$ cat src/rtl/unary_stream_gen.sv
// rtl/unary_stream_gen.sv - binary value to 2^BITWIDTH-bit unary bitstream (BITREV_EN selects bit-reversed coding)
module unary_stream_gen #(
    parameter int BITWIDTH = 8
) (
    input  logic                iClk,
    input  logic                iRstN,
    input  logic                iEn,
    input  logic                iClr,
    input  logic                iValid,
    input  logic [BITWIDTH-1:0] iData,
    output logic                oReady,
    output logic                oBit,
    output logic                oBitValid,
    output logic                oDone
);

    localparam logic [0:0] IDLE = 1'b0;
    localparam logic [0:0] RUN  = 1'b1;

    logic [0:0]          state;
    logic [BITWIDTH-1:0] value;
    logic [BITWIDTH-1:0] cnt;
    logic                streamBit;
    logic                lastBit;

`ifdef BITREV_EN
    logic [BITWIDTH-1:0] cntRev;

    // Bit-reversed index spreads the ones evenly while keeping the exact count.
    always_comb begin
        cntRev = '0;
        for (int i = 0; i < BITWIDTH; i++) begin
            cntRev[i] = cnt[BITWIDTH-1-i];
        end
        streamBit = (value > cntRev);
    end
`else
    always_comb begin
        streamBit = (cnt < value);
    end
`endif

    // Termination on the all-ones count lets cnt wrap naturally without a carry bit.
    assign lastBit = &cnt;
    assign oReady  = (state == IDLE);

    always_ff @(posedge iClk or negedge iRstN) begin
        if (!iRstN) begin
            state     <= IDLE;
            value     <= '0;
            cnt       <= '0;
            oBit      <= 1'b0;
            oBitValid <= 1'b0;
            oDone     <= 1'b0;
        end else if (iClr) begin
            state     <= IDLE;
            cnt       <= '0;
            oBit      <= 1'b0;
            oBitValid <= 1'b0;
            oDone     <= 1'b0;
        end else begin
            case (state)
                IDLE: begin
                    oBit      <= 1'b0;
                    oBitValid <= 1'b0;
                    oDone     <= 1'b0;
                    if (iValid) begin
                        value <= iData;
                        cnt   <= '0;
                        state <= RUN;
                    end
                end
                default: begin
                    if (iEn) begin
                        oBit      <= streamBit;
                        oBitValid <= 1'b1;
                        oDone     <= lastBit;
                        cnt       <= cnt + 1'b1;
                        if (lastBit) begin
                            state <= IDLE;
                        end
                    end else begin
                        oBit      <= 1'b0;
                        oBitValid <= 1'b0;
                        oDone     <= 1'b0;
                    end
                end
            endcase
        end
    end

endmodule
$ cat config.mk
export PLATFORM = sky130hd
export DESIGN_NAME = unary_stream_gen
export DESIGN_NICKNAME = d
export VERILOG_FILES = /design/src/rtl/unary_stream_gen.sv
export SDC_FILE = /design/constraint.sdc
export NUM_CORES = 1
export LEC_CHECK = 0
export CORE_MARGIN = 5
export CORE_UTILIZATION = 37
export DETAILED_ROUTE_END_ITERATION = 7
export PLACE_DENSITY = 0.58
export RECOVER_POWER = 25
export SYNTH_ARGS = -nofsm -noshare
export SYNTH_HDL_FRONTEND = slang
export SYNTH_SLANG_ARGS = --single-unit
$ cat constraint.sdc
create_clock -name iClk -period 3.6 [get_ports iClk]
set_clock_uncertainty 0.1 [all_clocks]
set_input_delay 0.72 -clock iClk [delete_from_list [all_inputs] [get_ports iClk]]
set_output_delay 0.72 -clock iClk [all_outputs]
set_load 0.02 [all_outputs]
==> flow_metrics.tcl <==
set metrics [dict create \
    drt-initial-drc-count 39 \
    synth-seq-cells 20 \
    synth_mux_area_frac 0.0940 \
    cp-end-kind "flip-flop" \
    ant_nets 0 \
    antenna_cells 0 \
    setup-tns-final_ps 0 \
    relSlewSlack 0.384 \
    hold_ws_ps 418 \
    p_leak_nw 0.602 \
    slowest_stage "nor2b_1" \
    multiInputGateArea_um2 523 \
    synth-simple-area-share 0.192 \
    hold_viol_final 0 \
    grt_max_degree 21 \
    grt_pass1_wl_um 3520 \
    hp-class "flip-flop to flip-flop" \
    outcome "finished, final reports clean" \
    synthAdderAreaFrac 0.0940 \
    drc 0 \
    fillers 276 \
    cts_root_buf "clkbuf_4" \
    clkSinkCount 20 \
    synthesis.area_mm2 0.00106 \
    drive_gt1_frac 0.134 \
    syn_avg_cell_area_um2 10.5 \
    routedWlPerCell_um 13.6 \
    ys.flop_type "dfrtp_1" \
    core-area_mm2 0.00276 \
    gp_congestion 0.761 \
    clk_pin_slew_ps 110 \
    antenna_found_initial 0 \
    grt_pass1_vias 802 \
    synth_cell_types 30 \
    async_flop_share 1.00 \
    syn-num-nets 122 \
    crit_arrival_ps 2480 \
    overflow 0 \
    syn2layout_area_growth_pct 20.1 \
    setup_viol 0 \
    synth_compound_area_frac 0.106 \
    critPathMaxFanout 9 \
    slew_violations 0 \
    dieWidth_um 63.6 \
    worstSkewPairLatency_ps 290 \
    num_vias 777 \
    synth_area_leaders "dfrtp_1, ha_1, mux2_2, inv_1, nand2_1" \
    yosysSeqAreaShare 0.470 \
    wl_um 2040 \
    synth_top_family_by_area "simple AND/OR/NAND/NOR gates" \
    worst_pin_slew_ps 921 \
    max_stage_delay_ps 660 \
    fin_crit_sh 0.666 \
    syn_inst 101 \
    rows 19 \
    cts_max_path_buffers 2 \
    synth_top_area_share 0.470 \
    whs_path_depth 1 \
    htree_num_levels 1 \
    grtUsageTotal 0.110 \
    cts_resized 0 \
    synth_top_area_cell "dfrtp_1" \
    fin_crit_ps 2400 \
    io_buffers 16 \
    worstPathRequired_ps 3680 \
    tritoncts "done" \
    max_freq_mhz 417 \
    worstPathCellList "clkdlybuf4s50_1 > nor2b_2 > nor2b_1 > mux2_2" \
    p_per_area_mw_per_mm2 355 \
    cts_setup_buffers 0 \
    viasPerCell 5.18 \
    cp-start-kind "input pin" \
    synth-xor-area-share 0.00823 \
    die-area_mm2 0.00405 \
    cts_buffers 3 \
    yosysWarnings 0 \
    cap_violations 0 \
    die_h_um 63.6 \
    dpl.hpwl_um 1620 \
    io_pins 17 \
    layout.nets 142 \
    synth_edf_count 0 \
    initial_utilization 0.386 \
    seq_area_um2 500 \
    dr.pass1.iters 4 \
    vdd_drop_max_mv 0.195 \
    r2r_cells 3 \
    critical_path_class "input pin to flip-flop" \
    cts_hold_buf 0 \
    rsz0062_at_grt "false" \
]
==> sequential cells by signal (all words and copies together), names as in the netlist <==
register   count
cnt            8
value          8
oBit           1
oBitValid      1
oDone          1
state          1
==> cells in the final DEF, fill, tap and decap left out, types with 2 or more instances in the layout <==
cell              n
or3_1             2
clkdlybuf4s50_1  14
a22o_1            2
a21oi_1           4
dlygate4sd3_1     2
o21ai_0           5
inv_1             9
nand2b_1          2
mux2_2            8
and3_1            3
nor2_1            5
nor2b_1           3
nand2_1           9
and2_1            3
clkbuf_4          3
dfrtp_1          20
or2_2             2
nand3b_1          2
ha_1              8
==> cell usage after synthesis, types with 2 or more instances <==
library cell	instances
nand2b_1	2
nor2b_1	2
and3_1	3
inv_1	9
mux2_2	8
nor2_1	5
or3_1	2
and2_1	3
a22o_1	2
o21ai_0	5
nand2_1	9
dfrtp_1	20
ha_1	8
or2_2	2
a21oi_1	4
nor2b_2	2
nand3b_1	2
==> routing by layer <==
metal	wire [um]	vias up	GRT usage	share of wire
met5	0	-	0	0
met4	17	0	0.0468	0.0083
met3	90	2	0.0284	0.044
met2	977	16	0.181	0.48
met1	952	371	0.135	0.47
li1	-	388	-	-
==> worst max-delay path, delay by kind of cell <==
kind | cells | cell delay [ps]
buf+inv | 1 | 450
mux | 1 | 410
simple gates | 2 | 900
==> logic make-up after synthesis <==
family                   after synthesis
multiplexers                           9
AO/OA/AOI/OAI                         17
flip-flops                            20
XOR/XNOR                               1
adder cells (fa/ha/maj)                8
buffers and inverters                 10
AND/OR/NAND/NOR                       36
==> metrics by stage <==
stage | worst slack, ps | cell area [um2] | power [W] | std cells | util
global placement | 934 | 1260 | 0.000353 | 147 | 0.456
CTS | 1180 | 1280 | 0.000461 | 150 | 0.465
global route | 1090 | 1280 | 0.000487 | 150 | 0.464
floorplan | 1800 | 1060 | 0.000320 | 101 | -
finish | 1200 | 1280 | 0.000453 | 150 | 0.464
detailed placement | 865 | 1260 | 0.000356 | 147 | 0.456
==> path summary, 6_finish.rpt <==
kind                                        endpoint                 start  slack, ps
min in group asynchronous         cnt[7]$_DFFE_PN0P_                 iRstN        900
worst max register to register  value[1]$_DFFE_PN0P_       state$_DFF_PN0_       1640
max in group asynchronous       value[4]$_DFFE_PN0P_                 iRstN       1940
worst min-delay path            value[4]$_DFFE_PN0P_  value[4]$_DFFE_PN0P_        420
worst max-delay path            value[1]$_DFFE_PN0P_                iValid       1200
worst min register to register  value[4]$_DFFE_PN0P_  value[4]$_DFFE_PN0P_        420
==> power by group <==
group          total [W]  switching (W)  internal (W)
Combinational  0.0000895      0.0000410     0.0000485
Clock           0.000105      0.0000660     0.0000389
Sequential      0.000259      0.0000119      0.000247
Total           0.000453       0.000119      0.000334
==> final cells by class <==
class | instances | share of cell area
Sequential cell | 20 | 0.391
Timing Repair Buffer | 16 | 0.125
Multi-Input combinational cell | 71 | 0.409
Inverter | 9 | 0.0264
Clock buffer | 3 | 0.0176
Tap cell | 31 | 0.0303
No activity file was read; power rests on OpenSTA's default activity.
